===== config.mk =====
export PLATFORM = sky130hd
export DESIGN_NAME = adc_frame_sampler_flat
export DESIGN_NICKNAME = d
export VERILOG_FILES = /design/src/rtl/adc_frame_sampler_if.sv /design/src/rtl/adc_frame_sampler.sv /design/src/flat_wrapper.sv
export SDC_FILE = /design/constraint.sdc
export NUM_CORES = 1
export LEC_CHECK = 0
export ABC_CLOCK_PERIOD_IN_PS = 6800
export BUFFER_PORTS_ARGS = -buffer_cell sky130_fd_sc_hd__buf_4
export CAP_MARGIN = 20
export CORE_MARGIN = 2
export CORE_UTILIZATION = 55
export DETAILED_ROUTE_END_ITERATION = 12
export HOLD_SLACK_MARGIN = 0.1
export MAX_ROUTING_LAYER = met4
export PLACE_DENSITY = 0.72
export SLEW_MARGIN = 30
export SYNTH_ARGS = -nofsm -noshare
export SYNTH_HDL_FRONTEND = slang
export SYNTH_SLANG_ARGS = --single-unit
export TNS_END_PERCENT = 100

===== constraint.sdc =====
create_clock -name clk -period 6.8 [get_ports clk]
set_clock_uncertainty 0.05 [all_clocks]
set_input_delay 1.36 -clock clk [delete_from_list [all_inputs] [get_ports clk]]
set_output_delay 1.36 -clock clk [all_outputs]
set_load 0.05 [all_outputs]

===== src/rtl/adc_frame_sampler_if.sv =====
// adc_frame_sampler_if: ADC handshake, imager strobe and sample-FIFO signals for the frame sampler
interface adc_frame_sampler_if;
  logic       frameStart;
  logic       startCapture;
  logic       conversionComplete;
  logic [7:0] adcData;
  logic       pixelAdvance;
  logic       rdEn;
  logic [7:0] rdData;
  logic       fifoEmpty;
  logic       fifoFull;
  logic       busy;
  logic       frameDone;
  logic       overflow;
  logic       timeoutErr;
  modport master (
    input  frameStart, conversionComplete, adcData, rdEn,
    output startCapture, pixelAdvance, rdData, fifoEmpty, fifoFull, busy, frameDone, overflow, timeoutErr
  );
  modport slave (
    output frameStart, conversionComplete, adcData, rdEn,
    input  startCapture, pixelAdvance, rdData, fifoEmpty, fifoFull, busy, frameDone, overflow, timeoutErr
  );
endinterface


===== src/rtl/adc_frame_sampler.sv =====
// adc_frame_sampler: per-frame ADC sequencer with show-ahead sample FIFO; optional watchdog via ADC_FRAME_SAMPLER_TIMEOUT_EN
module adc_frame_sampler #(
  parameter int NUM_PIXELS     = 256,
  parameter int FIFO_DEPTH     = 16,
  parameter int TIMEOUT_CYCLES = 255
) (
  input logic                 clk,
  input logic                 reset,
  adc_frame_sampler_if.master bus
);
  localparam int AW = $clog2(FIFO_DEPTH);
  typedef enum logic [2:0] {IDLE, REQ, ACK, ADV, DONE} state_t;
  state_t        state_q, state_d;
  logic          fs_q, cc_q;
  logic [7:0]    adc_q;
  logic [15:0]   cnt_q, cnt_d;
  logic          start_q, start_d, adv_q, adv_d, done_q, done_d, busy_q, busy_d;
  logic          ovf_q, ovf_d, terr_q, terr_d;
  logic          last, arm, wr_req, wr, rd, tmo_hit;
  logic [7:0]    mem [FIFO_DEPTH];
  logic [AW-1:0] wr_ptr_q, rd_ptr_q, rd_nxt;
  logic [AW:0]   occ_q, occ_d;
  logic [7:0]    rd_q, rd_d;
  logic          empty_q, full_q;

  assign last   = cnt_q == 16'(NUM_PIXELS - 1);
  assign arm    = state_q == IDLE && fs_q;
  assign wr_req = state_q == REQ && !cc_q;
  assign wr     = wr_req && !full_q;
  assign rd     = bus.rdEn && !empty_q;
  assign rd_nxt = rd_ptr_q + AW'(1);

  // capture the driver-side inputs once so the FSM works from registered copies
  always_ff @(posedge clk) begin
    if (!reset) begin
      fs_q  <= 1'b0;
      cc_q  <= 1'b1;
      adc_q <= '0;
    end else begin
      fs_q  <= bus.frameStart;
      cc_q  <= bus.conversionComplete;
      adc_q <= bus.adcData;
    end
  end

`ifdef ADC_FRAME_SAMPLER_TIMEOUT_EN
  localparam int TW = $clog2(TIMEOUT_CYCLES + 1);
  logic [TW-1:0] tmo_q;
  logic          waiting;
  assign waiting = state_q == REQ || state_q == ACK;
  assign tmo_hit = waiting && tmo_q == TW'(TIMEOUT_CYCLES - 1);
  // watchdog counts cycles spent in the current REQ or ACK visit
  always_ff @(posedge clk) begin
    tmo_q <= (!reset || !waiting || state_d != state_q) ? '0 : tmo_q + TW'(1);
  end
`else
  assign tmo_hit = 1'b0;
`endif

  // state register together with the registered outputs
  always_ff @(posedge clk) begin
    if (!reset) begin
      state_q <= IDLE;
      cnt_q   <= '0;
      start_q <= 1'b1;
      adv_q   <= 1'b0;
      done_q  <= 1'b0;
      busy_q  <= 1'b0;
      ovf_q   <= 1'b0;
      terr_q  <= 1'b0;
    end else begin
      state_q <= state_d;
      cnt_q   <= cnt_d;
      start_q <= start_d;
      adv_q   <= adv_d;
      done_q  <= done_d;
      busy_q  <= busy_d;
      ovf_q   <= ovf_d;
      terr_q  <= terr_d;
    end
  end

  // next state: an ack wins over a watchdog expiry landing on the same cycle
  always_comb begin
    state_d = state_q;
    case (state_q)
      IDLE:    state_d = fs_q ? REQ : IDLE;
      REQ:     state_d = !cc_q ? ACK : tmo_hit ? DONE : REQ;
      ACK:     state_d = cc_q ? ADV : tmo_hit ? DONE : ACK;
      ADV:     state_d = last ? DONE : REQ;
      DONE:    state_d = IDLE;
      default: state_d = IDLE;
    endcase
  end

  // output values for the cycle after the transition; startCapture is low exactly while in REQ
  always_comb begin
    start_d = state_d != REQ;
    adv_d   = state_q == ADV;
    done_d  = state_q == DONE;
    busy_d  = state_d != IDLE;
    cnt_d   = arm ? '0 : (state_q == ADV && !last) ? cnt_q + 16'd1 : cnt_q;
    ovf_d   = arm ? 1'b0 : ovf_q | (wr_req & full_q);
    terr_d  = arm ? 1'b0 : terr_q | ((state_q == REQ || state_q == ACK) && state_d == DONE);
  end

  // FIFO occupancy and the show-ahead head value after this cycle's push/pop
  always_comb begin
    occ_d = occ_q + (AW+1)'(wr) - (AW+1)'(rd);
    rd_d  = rd ? (occ_q > (AW+1)'(1) ? mem[rd_nxt] : wr ? adc_q : rd_q) : (empty_q && wr) ? adc_q : rd_q;
  end

  // FIFO pointers and flags; full is judged before the pop so a full-cycle write is dropped
  always_ff @(posedge clk) begin
    if (!reset) begin
      wr_ptr_q <= '0;
      rd_ptr_q <= '0;
      occ_q    <= '0;
      rd_q     <= '0;
      empty_q  <= 1'b1;
      full_q   <= 1'b0;
    end else begin
      if (wr) wr_ptr_q <= wr_ptr_q + AW'(1);
      if (rd) rd_ptr_q <= rd_nxt;
      occ_q   <= occ_d;
      rd_q    <= rd_d;
      empty_q <= occ_d == '0;
      full_q  <= occ_d == (AW+1)'(FIFO_DEPTH);
    end
  end

  // sample storage; stale entries are unreachable once occupancy resets
  always_ff @(posedge clk) begin
    if (wr) mem[wr_ptr_q] <= adc_q;
  end

  assign bus.startCapture = start_q;
  assign bus.pixelAdvance = adv_q;
  assign bus.frameDone    = done_q;
  assign bus.busy         = busy_q;
  assign bus.overflow     = ovf_q;
  assign bus.timeoutErr   = terr_q;
  assign bus.rdData       = rd_q;
  assign bus.fifoEmpty    = empty_q;
  assign bus.fifoFull     = full_q;
endmodule

===== src/flat_wrapper.sv =====
// flat-port wrapper written by rule: the top's interface ports become plain ports
module adc_frame_sampler_flat 
#(
  parameter int NUM_PIXELS     = 256,
  parameter int FIFO_DEPTH     = 16,
  parameter int TIMEOUT_CYCLES = 255
)
  (clk, reset, bus_frameStart, bus_conversionComplete, bus_adcData, bus_rdEn, bus_startCapture, bus_pixelAdvance, bus_rdData, bus_fifoEmpty, bus_fifoFull, bus_busy, bus_frameDone, bus_overflow, bus_timeoutErr);
  adc_frame_sampler_if bus_i ();
  input logic clk;
  input logic reset;
  input wire logic [$bits(bus_i.frameStart)-1:0] bus_frameStart;
  input wire logic [$bits(bus_i.conversionComplete)-1:0] bus_conversionComplete;
  input wire logic [$bits(bus_i.adcData)-1:0] bus_adcData;
  input wire logic [$bits(bus_i.rdEn)-1:0] bus_rdEn;
  output wire logic [$bits(bus_i.startCapture)-1:0] bus_startCapture;
  output wire logic [$bits(bus_i.pixelAdvance)-1:0] bus_pixelAdvance;
  output wire logic [$bits(bus_i.rdData)-1:0] bus_rdData;
  output wire logic [$bits(bus_i.fifoEmpty)-1:0] bus_fifoEmpty;
  output wire logic [$bits(bus_i.fifoFull)-1:0] bus_fifoFull;
  output wire logic [$bits(bus_i.busy)-1:0] bus_busy;
  output wire logic [$bits(bus_i.frameDone)-1:0] bus_frameDone;
  output wire logic [$bits(bus_i.overflow)-1:0] bus_overflow;
  output wire logic [$bits(bus_i.timeoutErr)-1:0] bus_timeoutErr;
  assign bus_i.frameStart = bus_frameStart;
  assign bus_i.conversionComplete = bus_conversionComplete;
  assign bus_i.adcData = bus_adcData;
  assign bus_i.rdEn = bus_rdEn;
  assign bus_startCapture = bus_i.startCapture;
  assign bus_pixelAdvance = bus_i.pixelAdvance;
  assign bus_rdData = bus_i.rdData;
  assign bus_fifoEmpty = bus_i.fifoEmpty;
  assign bus_fifoFull = bus_i.fifoFull;
  assign bus_busy = bus_i.busy;
  assign bus_frameDone = bus_i.frameDone;
  assign bus_overflow = bus_i.overflow;
  assign bus_timeoutErr = bus_i.timeoutErr;
  adc_frame_sampler #(.NUM_PIXELS(NUM_PIXELS), .FIFO_DEPTH(FIFO_DEPTH), .TIMEOUT_CYCLES(TIMEOUT_CYCLES)) u_core (.clk(clk), .reset(reset), .bus(bus_i));
endmodule

==> summary.md, run 1 <==
| Metric | Value |
|---|---|
| Worst VDD drop | 0.000248 V |
| Num CTS Buffers | 17 |
| FMAX | 0.312 GHz |
| Antenna-violating nets left | 0 |
| Vias in the first global route | 4534 |
| Area leader, netlist | edfxtp_1 |
| Worst Reg-to-Reg Cells | 12 |
| Reg2Reg Launch Point | u_core.state_q[0] |
| Xor/xnor share of the synthesized area | 2.74% |
| # clock sinks | 186 |
| Yosys reg bits | 186 |
| Gr ovfl total | 0 |
| CTS Hold Bufs | 0 |
| Setup crit end | u_core.bus.fifoEmpty |
| Tot GR Track Use | 23.1% |
| Critical Path AT | 3.48 ns |
| Syn Nets | 601 |
| Worst Path Class, Setup | reg2reg |
| Routability congestion estimate from global placement | 0.869 |
| Initial Utilization | 55.7% |
| Netlist cell types | 52 |
| CP Max Fanout | 10 |
| Core area | 13800 um2 |
| Worst slew pin tran | 0.997 ns |
| First-pass GRT wire length | 24600 um |
| Die area | 14900 um2 |
| WP data required | 7.07 ns |
| Post-synth EDFFs | 128 |
| Fin. Hold Viols | 0 |
| Fin crit share | 47.2% |
| Flop2flop setup slack | 3.59 ns |
| Run status | completed |
| Initial DRC Count | 580 |
| Mux share of post-synthesis cell area | 8.23% |
| CTS tree | built |
| Total routed wirelength | 15800 um |
| Setup TNS | 0 ns |
| Critical Path Start Type | flop |
| Number of cell rows | 43 |
| Mapped Cells | 572 |
| Hold/Removal Path Class | reg2reg |
| DR WL/cell | 19.8 um |
| Synthesized area | 7680 um2 |
| Max-cap violations | 0 |
| Num ports | 29 |
| Adder-cell area share of the yosys netlist | 2.71% |
| Pwr Total | 2.81 mW |
| List of most frequent post-synthesis cells | 128 x edfxtp_1, 58 x dfxtp_1, 38 x nor2_1 |
| Non-Filler Instances | 796 |
| Die H | 122 um |
| Lkg Pwr | 2.91 nW |
| PostCTS Resize Cnt | 0 |
| Layout cells sized above 1 | 17.9% |
| DP Area | 8070 um2 |
| 1st-pass router iterations | 5 |
| Maximum root-to-sink buffer count | 2 |
| Largest family of logic cells by synthesized area | simple AND/OR/NAND/NOR gates |
| Fill count | 1084 |
| Tmin final | 3.21 ns |
| Vias per cell | 5.92 |
| CP endpoint kind | flop |
| Detailed Place HPWL | 10200 um |
| Finished Cell Area | 8680 um2 |
| Mapped Avg Cell Area | 13.4 um2 |
| Worst Setup SP | u_core.state_q[0] |
| Seq/Total Area, Yosys | 65.2% |
| Synth area leaders | edfxtp_1 50%, dfxtp_1 15%, mux2_2 4.8% |
| Layout area overhead | 13.0% |
| Clock root buffer | clkbuf_16 |
| Antenna cells | 0 |
| YS warnings | 0 |
| Most used DFF post-synth | edfxtp_1 |
| Post-Synth Simple-Gate Area | 12.8% |
| Nets | 632 |
| Die width | 122 um |
| Setup bufs post-CTS | 0 |
| Post-synth top area share | 50.1% |
| Pin count of the biggest net entering global routing | 74 |
| DRC Markers | 0 |
| Placed cells | 763 |
| Vias | 4712 |
| Crit Reg-Reg Endpoint | u_core.bus.fifoEmpty |
| RSZ-0062 raised after global routing | no |
| Rel. slew slack | 33.1% |
| FFs w/ async S/R, synth | 0% |
| IO Port Bufs | 28 |
| Compound-Gate Fraction of Synth Area | 6.26% |
| PwrDens | 324 nW/um2 |
| CTS H-tree lvls | 4 |
| Clock Latency Late Sink | 0.43 ns |
| Count leader, synth | edfxtp_1 |
| Clk slew on worst S/H paths | 0.06 ns |
| # setup viols final | 0 |
| Initial antenna violation count | 0 |
| Max-slew violation count | 0 |
[power by group]
part	switching (mW)	internal (mW)	leakage [nW]
Combinational	0.326	0.218	0.993
Clock	0.403	0.576	0.278
Sequential	0.0449	1.25	1.64
[flip-flops by register name, summed over array words and instances (netlist names)]
name / cells
u_core.rd_ptr_q: 4
u_core.adc_q: 8
u_core.cnt_q: 16
u_core.state_q: 3
u_core.bus.pixelAdvance: 1
u_core.fs_q: 1
u_core.bus.timeoutErr: 1
u_core.bus.overflow: 1
u_core.bus.rdData: 8
u_core.bus.startCapture: 1
u_core.bus.fifoFull: 1
u_core.mem: 128
u_core.bus.busy: 1
u_core.cc_q: 1
u_core.bus.frameDone: 1
u_core.occ_q: 5
u_core.wr_ptr_q: 4
u_core.bus.fifoEmpty: 1
[per-stage QoR]
step	util (%)	hold slack (ns)	setup slack [ns]
final	63.0	0.386	3.59
after detailed placement	58.6	0.375	3.29
after floorplan	-	0.389	3.57
after global routing	63.0	0.397	3.38
after global placement	58.5	0.369	3.36
after CTS	62.8	0.387	3.60
[cell families (layout without fill, tap and decap cells)]
| group | count (synthesis) | count (layout) |
|---|---|---|
| adder cells (fa/ha/maj) | 16 | 16 |
| multiplexers | 59 | 59 |
| AND/OR/NAND/NOR | 180 | 180 |
| AO/OA/AOI/OAI | 69 | 69 |
| XOR/XNOR | 24 | 24 |
| buffers and inverters | 38 | 82 |
| flip-flops | 186 | 186 |
[critical path: stages, from the launching register on]
cell      delay (ns)
dfxtp_1         0.52
or4b_4          0.53
nor2_2          0.28
inv_1           0.15
ha_1            0.30
inv_1           0.04
ha_1            0.20
fa_1            0.41
nand2b_1        0.09
a21oi_1         0.06
nor2_1          0.11
xnor2_1         0.11
a31o_2          0.25
[cell usage in the layout, fill, tap and decap left out, types with 2 or more instances in the layout]
master,n
dfxtp_1,58
and3_1,2
nor3_1,19
clkinvlp_4,3
clkbuf_1,3
and2_1,12
xnor2_1,13
nor3b_1,8
a211oi_1,10
mux2_2,33
and4_1,3
edfxtp_1,128
nor2b_1,8
mux2i_1,26
o22ai_1,8
and3b_1,2
nand4_1,10
nor2_1,38
nor3_2,2
bufinv_16,3
nand2b_1,8
or3_1,2
nand2_1,19
buf_4,33
o221ai_1,16
xor2_1,11
or4_1,2
clkbuf_16,17
nor3b_2,2
ha_1,14
clkinv_1,2
a21oi_1,10
o21ai_0,14
nand3_1,33
o31ai_1,2
clkinv_2,3
nor4_1,3
inv_1,15
[worst min path at each step]
stage | depth (start not counted) | endpoint | start | slack, ns
after floorplan | 2 | u_core.bus.busy | u_core.fs_q | 0.39
after global placement | 2 | u_core.bus.timeoutErr | u_core.bus.timeoutErr | 0.37
after detailed placement | 2 | u_core.bus.timeoutErr | u_core.bus.timeoutErr | 0.37
after CTS | 2 | u_core.bus.timeoutErr | u_core.bus.timeoutErr | 0.39
after global routing | 2 | u_core.bus.timeoutErr | u_core.bus.timeoutErr | 0.40
final | 2 | u_core.bus.timeoutErr | u_core.bus.timeoutErr | 0.39
[layout make-up]
class	instances	area, um2	area share (%)
tap	180	225	2.60
inverter	16	60.1	0.692
clock buffer	20	437	5.03
multi-input combinational	348	2530	29.2
timing repair buffer	34	268	3.09
sequential	186	5000	57.7
clock inverter	12	149	1.72
[routing by layer]
metal,GRT usage (%),up-vias,routed length [um]
li1,-,2214,-
met4,8.91,0,386
met5,-,-,0
met1,29.0,2310,6740
met3,4.82,28,785
met2,37.1,160,7860
Power figures use the tool's default switching activity.
==> inputs of run 2 (changes only) <==
--- a/config.mk
+++ b/config.mk
@@ -5,7 +5,8 @@
 export SDC_FILE = /design/constraint.sdc
 export NUM_CORES = 1
 export LEC_CHECK = 0
-export ABC_CLOCK_PERIOD_IN_PS = 6800
+export ABC_AREA = 1
+export ABC_CLOCK_PERIOD_IN_PS = 2800
 export BUFFER_PORTS_ARGS = -buffer_cell sky130_fd_sc_hd__buf_4
 export CAP_MARGIN = 20
 export CORE_MARGIN = 2
@@ -13,7 +14,7 @@
 export DETAILED_ROUTE_END_ITERATION = 12
 export HOLD_SLACK_MARGIN = 0.1
 export MAX_ROUTING_LAYER = met4
-export PLACE_DENSITY = 0.72
+export PLACE_DENSITY = 0.75
 export SLEW_MARGIN = 30
 export SYNTH_ARGS = -nofsm -noshare
 export SYNTH_HDL_FRONTEND = slang
==> constraint.sdc (replaced) <==
create_clock -name clk -period 2.8 [get_ports clk]
set_clock_uncertainty 0.05 [all_clocks]
set_input_delay 0.56 -clock clk [delete_from_list [all_inputs] [get_ports clk]]
set_output_delay 0.56 -clock clk [all_outputs]
set_load 0.05 [all_outputs]
==> run 2 against run 1 <==
Setup slack worse by 3.3 ns. Combinational power rose to 3.5 times the previous value. First-iteration DRC count down 1.6%. Sequential share of layout area down 3.4 points. Power rose to 2.6 times the previous value. Die area up 6.8%. Clock power up 120%. Cell count up 42%. Flip-flop and latch count unchanged. Wire length up 11%. Largest power group unchanged.
==> summary.md, run 2 <==
| Metric | Value |
|---|---|
| Clk slew on worst S/H paths | 0.07 ns |
| IO Port Bufs | 28 |
| Adder-cell area share of the yosys netlist | 2.53% |
| List of most frequent post-synthesis cells | 278 x nand2_1, 136 x inv_1, 128 x edfxtp_1 |
| Biggest regs | u_core.mem x128, u_core.cnt_q x16 |
| Antenna cells | 0 |
| Most used DFF post-synth | edfxtp_1 |
| Most common cell after layout, fill and taps aside | nand2_1 |
| Synth area leaders | edfxtp_1 47%, dfxtp_1 14%, nand2_1 13% |
| Layout area overhead | 12.2% |
| CTS tree | built |
| Initial DRC Count | 571 |
| Die area | 15900 um2 |
| PostCTS Resize Cnt | 0 |
| DP Area | 8680 um2 |
| Met2 usage | 37.4% |
| First-pass GRT wire length | 27600 um |
| Most frequent cells in the layout | 278 x nand2_1, 135 x inv_1, 128 x edfxtp_1 |
| DR WL/cell | 15.4 um |
| Critical Path Start Type | flop |
| RSZ-0062 raised after global routing | no |
| Area leader, netlist | edfxtp_1 |
| Nets | 963 |
| GR Util met3 | 4.76% |
| Xor/xnor share of the synthesized area | 1.55% |
| Antenna-violating nets left | 0 |
| Max-slew violation count | 0 |
| Fin. Hold Viols | 0 |
| Setup TNS | 0 ns |
| Worst slew pin tran | 0.836 ns |
| Total routed wirelength | 17500 um |
| Synthesized area | 8220 um2 |
| Post-synth top area share | 46.8% |
| # setup viols final | 0 |
| Mapped Cells | 896 |
| Maximum root-to-sink buffer count | 2 |
| Count leader, synth | nand2_1 |
| Die H | 126 um |
| Finished Cell Area | 9220 um2 |
| 1st-pass router iterations | 5 |
| Syn Nets | 925 |
| Num CTS Buffers | 17 |
| CP endpoint kind | flop |
| Fin Hold WS | 0.260 ns |
| Slowest-stage cell, CP | fa_1 |
| Vias in the first global route | 5528 |
| Vias | 5890 |
| Seq/Total Area, Yosys | 60.9% |
| Lkg Pwr | 3.93 nW |
| GRT busiest layer | met2 |
| WP data required | 3.06 ns |
| PwrDens | 781 nW/um2 |
| Die width | 126 um |
| Yosys reg bits | 186 |
| Core Util, Final | 63.2% |
| Max-cap violations | 0 |
| Initial antenna violation count | 0 |
| CP Max Fanout | 8 |
| Fin crit share | 88.8% |
| Detailed Place HPWL | 11400 um |
| Mapped Avg Cell Area | 9.17 um2 |
| Routability congestion estimate from global placement | 0.957 |
| Netlist cell types | 35 |
| Run status | completed |
| Top cell by count, worst path | ha_1 |
| Post-route setup slack | 0.313 ns |
| FMAX | 0.402 GHz |
| Crit-path cells | inv_2 > nand3_1 > nor2_2 > nand2_2 > ha_1 > inv_1 > ha_1 > fa_1 > nand2_1 > o211ai_1 > xor2_1 > nor2_1 > a21oi_1 |
| Core area | 14600 um2 |
| Mux share of post-synthesis cell area | 0% |
| Post-Synth Simple-Gate Area | 23.4% |
| FFs w/ async S/R, synth | 0% |
| Largest family of logic cells by synthesized area | simple AND/OR/NAND/NOR gates |
| Worst Path Class, Setup | reg2reg |
| Top reg by flops | u_core.mem |
| # clock sinks | 186 |
| CTS H-tree lvls | 4 |
| Vias per cell | 5.21 |
| Number of cell rows | 44 |
| Layout cells sized above 1 | 10.0% |
| Met1 Use GR | 29.4% |
| Clock root buffer | clkbuf_16 |
| Clock Latency Late Sink | 0.43 ns |
| Post-synth EDFFs | 128 |
| CTS Hold Bufs | 0 |
| Max reg flops | 128 |
| Pin count of the biggest net entering global routing | 36 |
| Compound-Gate Fraction of Synth Area | 3.24% |
| Initial Utilization | 56.3% |
| Worst VDD drop | 0.000404 V |
| Gr ovfl total | 0 |
| Num ports | 29 |
| YS warnings | 0 |
| Tmin final | 2.49 ns |
| Hold/Removal Path Class | in2reg |
| Tot GR Track Use | 23.3% |
| Place WS | 0.331 ns |
| CP max stage delay | 0.40 ns |
| DRC Markers | 0 |
| Critical Path AT | 2.74 ns |
| Rel. slew slack | 44.2% |
| Setup bufs post-CTS | 0 |
-- run 2: cell count changes after synthesis, moves of 13 or more --
cell,before,now
a21oi_1,10,33
inv_1,15,136
mux2_2,33,0
mux2i_1,26,0
nand2_1,19,278
nand3_1,33,109
nor2_1,38,51
o221ai_1,16,0
xnor2_1,13,0
-- run 2: per-layer routing --
| metal | part of all wire (%) | routed length [um] |
|---|---|---|
| met1 | 44 | 7680 |
| met2 | 48 | 8450 |
| met3 | 5.7 | 997 |
| met4 | 1.8 | 322 |
| met5 | 0 | 0 |
-- run 2: path summary, 6_finish.rpt --
path | startpoint | cells after the start | endpoint | slack [ns]
worst max-delay path | u_core.state_q[2] | 13 | u_core.bus.fifoEmpty | 0.31
worst min-delay path | bus_adcData[3] | 3 | u_core.adc_q[3] | 0.26
worst max register to register | u_core.state_q[2] | 13 | u_core.bus.fifoEmpty | 0.31
worst min register to register | u_core.bus.timeoutErr | 2 | u_core.bus.timeoutErr | 0.38
-- run 2: critical path: cells and delay by family, from the launching register on --
kind            cells  cell delay [ns]
buf+inv             2             0.13
flops               1             0.33
fa+ha+maj           3             0.90
simple gates        5             0.64
compound gates      2             0.14
xor+xnor            1             0.17
-- run 2: stage by stage --
stage	power (mW)	instances
finish	7.20	1131
global route	7.54	1131
CTS	7.20	1131
detailed placement	5.05	1099
global placement	5.03	1099
floorplan	4.50	896
-- run 2: cell type report --
class	count	area, um2
clock buffer	19	443
clock inverter	13	93.8
fill	1160	5370
inverter	141	529
multi-input combinational	539	2520
sequential	186	5010
tap	184	230
timing repair buffer	49	393
-- run 2: cells by family (layout without fill, tap and decap cells) --
group | count (synthesis) | in the layout
AOI/OAI and AO/OA | 51 | 51
xor gates and xnor gates | 12 | 12
adders and majority gates | 16 | 16
buffers and inverters | 171 | 222
DFF | 186 | 186
and+or+nand+nor | 460 | 460
-- run 2: where the power goes --
part / leakage (nW) / switching (mW) / internal (mW)
Clock: 0.267 / 1.01 / 1.16
Combinational: 2.02 / 1.30 / 0.600
Sequential: 1.64 / 0.0868 / 3.04
Total: 3.93 / 2.40 / 4.80
==> inputs of run 3 (changes only) <==
--- a/config.mk
+++ b/config.mk
@@ -6,7 +6,7 @@
 export NUM_CORES = 1
 export LEC_CHECK = 0
 export ABC_AREA = 1
-export ABC_CLOCK_PERIOD_IN_PS = 2800
+export ABC_CLOCK_PERIOD_IN_PS = 2300
 export BUFFER_PORTS_ARGS = -buffer_cell sky130_fd_sc_hd__buf_4
 export CAP_MARGIN = 20
 export CORE_MARGIN = 2
@@ -14,7 +14,7 @@
 export DETAILED_ROUTE_END_ITERATION = 12
 export HOLD_SLACK_MARGIN = 0.1
 export MAX_ROUTING_LAYER = met4
-export PLACE_DENSITY = 0.75
+export PLACE_DENSITY = 0.72
 export SLEW_MARGIN = 30
 export SYNTH_ARGS = -nofsm -noshare
 export SYNTH_HDL_FRONTEND = slang
==> constraint.sdc (replaced) <==
create_clock -name clk -period 2.3 [get_ports clk]
set_clock_uncertainty 0.05 [all_clocks]
set_input_delay 0.46 -clock clk [delete_from_list [all_inputs] [get_ports clk]]
set_output_delay 0.46 -clock clk [all_outputs]
set_load 0.05 [all_outputs]
==> run 3 against run 2 <==
Setup slack lost 0.20 ns. Register-to-register slack lost 0.20 ns. Combinational power grew 25%. Non-clock buffer count grew 21. Largest power group unchanged.
==> summary.md, run 3 (same netlist as run 2, synthesis figures left out) <==
| Metric | Value |
|---|---|
| Clk slew on worst S/H paths | 0.07 ns |
| Tmin final | 2.19 ns |
| Initial antenna violation count | 0 |
| Core area | 14600 um2 |
| Run status | completed |
| WP data required | 2.57 ns |
| DR WL/cell | 15.6 um |
| Logic pwr share | 26.6% |
| Max reg flops | 128 |
| Die H | 126 um |
| Num CTS Buffers | 17 |
| Die area | 15900 um2 |
| Routability congestion estimate from global placement | 0.858 |
| CTS H-tree lvls | 4 |
| Crit-path cells | inv_2 > nand3_4 > nor2_4 > nand2_2 > ha_1 > inv_1 > ha_2 > fa_2 > nand2_1 > o211ai_1 > xor2_1 > nor2_1 > a21oi_1 |
| GR Util met3 | 4.84% |
| Layout area overhead | 14.6% |
| CP Max Fanout | 3 |
| GRT busiest layer | met2 |
| Met2 usage | 35.2% |
| Fin. Hold Viols | 0 |
| Biggest regs | u_core.mem x128, u_core.cnt_q x16 |
| Critical Path AT | 2.45 ns |
| Pint | 5.99 mW |
| Met1 Use GR | 33.6% |
| CP max stage delay | 0.37 ns |
| Initial Utilization | 56.3% |
| Post-route setup slack | 0.113 ns |
| Worst Path Class, Setup | reg2reg |
| PwrDens | 947 nW/um2 |
| Vias per cell | 5.14 |
| Detailed Place HPWL | 11800 um |
| Layout cells sized above 1 | 12.7% |
| Clock root buffer | clkbuf_16 |
| Sequential share of power | 42.6% |
| Critical Path Start Type | flop |
| Clock power frac | 30.8% |
| Clock Latency Late Sink | 0.43 ns |
| Initial DRC Count | 784 |
| DRC Markers | 0 |
| Pwr Total | 8.92 mW |
| CTS Hold Bufs | 0 |
| Die width | 126 um |
| Vias | 5919 |
| Fin crit share | 95.1% |
| Antenna-violating nets left | 0 |
| Most frequent cells in the layout | 278 x nand2_1, 135 x inv_1, 128 x edfxtp_1 |
| Hold/Removal Path Class | in2reg |
| Top reg by flops | u_core.mem |
| Lkg Pwr | 4.04 nW |
| Max-cap violations | 0 |
| CP endpoint kind | flop |
| 1st-pass router iterations | 5 |
| Maximum root-to-sink buffer count | 2 |
| Antenna cells | 0 |
| Net Sw Frac | 32.8% |
| Nets | 984 |
| Total routed wirelength | 17900 um |
| Max-slew violation count | 0 |
| FMAX | 0.457 GHz |
| Number of cell rows | 44 |
| Worst VDD drop | 0.000596 V |
| CTS tree | built |
| P_sw | 2.92 mW |
| IO Port Bufs | 28 |
| Place WS | -0.00335 ns |
| Tot GR Track Use | 24.2% |
| # clock sinks | 186 |
| Slowest-stage cell, CP | fa_2 |
| # setup viols final | 0 |
| Rel. slew slack | 46.7% |
| Core Util, Final | 64.5% |
| Num ports | 29 |
| Gr ovfl total | 0 |
| Pin count of the biggest net entering global routing | 67 |
| Vias in the first global route | 5413 |
| Worst slew pin tran | 0.799 ns |
| First-pass GRT wire length | 28500 um |
| Most common cell after layout, fill and taps aside | nand2_1 |
run 3: cell count changes in the layout (fill, tap and decap cells not counted), sizes merged:
cell,delta
buf,+21
clkinv,-6
clkbuf,+3
inv,+2
clkinvlp,+1
run 3: final cells by class:
type | count | area (um2)
fillers | 1192 | 5180
flip-flops and latches | 186 | 5010
multi-input cells | 539 | 2540
repair buffers | 70 | 538
inverters | 141 | 529
clock buffers | 22 | 497
well taps | 184 | 230
clock inverters | 10 | 62.6
run 3: per-stage QoR:
| step | hold WS, ns | std cells | setup TNS [ns] | instance area [um2] |
|---|---|---|---|---|
| 6_report | 0.153 | 1152 | 0 | 9410 |
| 5_1_grt | 0.149 | 1152 | -0.0141 | 9410 |
| 4_1_cts | 0.141 | 1151 | 0 | 9380 |
| 3_5_place_dp | 0.373 | 1119 | -0.00335 | 8820 |
| 3_3_place_gp | 0.366 | 1119 | 0 | 8820 |
| 2_1_floorplan | 0.391 | 896 | 0 | 8220 |
run 3: critical path, delay by kind of cell, from the launching register on:
family                     cells  cell delay, ns
adders and majority gates      3            0.81
and+or+nand+nor                5            0.45
xor gates and xnor gates       1            0.17
DFF                            1            0.33
AOI/OAI and AO/OA              2            0.15
buffers and inverters          2            0.11
run 3: metal layers:
layer  share of wire (%)  wire, um
met1                  46      8180
met2                  45      8120
met3                 6.7      1210
met4                 2.4       431
met5                   0         0
run 3: power by group through the flow:
stage,logic [mW],registers (mW),clock network (mW)
after floorplan,1.47,4.01,0
after global placement,2.30,3.86,0
after detailed placement,2.33,3.86,0
after CTS,2.35,3.79,2.79
after global routing,2.61,3.81,2.92
final,2.37,3.80,2.75
run 3: path summary, 6_finish.rpt:
path | from | end | slack, ns | cells after the start
worst max-delay path | u_core.state_q[2] | u_core.bus.fifoEmpty | 0.11 | 13
worst min-delay path | bus_adcData[3] | u_core.adc_q[3] | 0.15 | 3
worst max register to register | u_core.state_q[2] | u_core.bus.fifoEmpty | 0.11 | 13
worst min register to register | u_core.bus.timeoutErr | u_core.bus.timeoutErr | 0.38 | 2
run 3: timing repair:
item / CTS / global route
hold endpoints to repair: 0 / 0
setup endpoints to repair: 1 / 3
pin swaps: 2 / 3
resized for setup: 1 / 8
setup buffers: 0 / 1
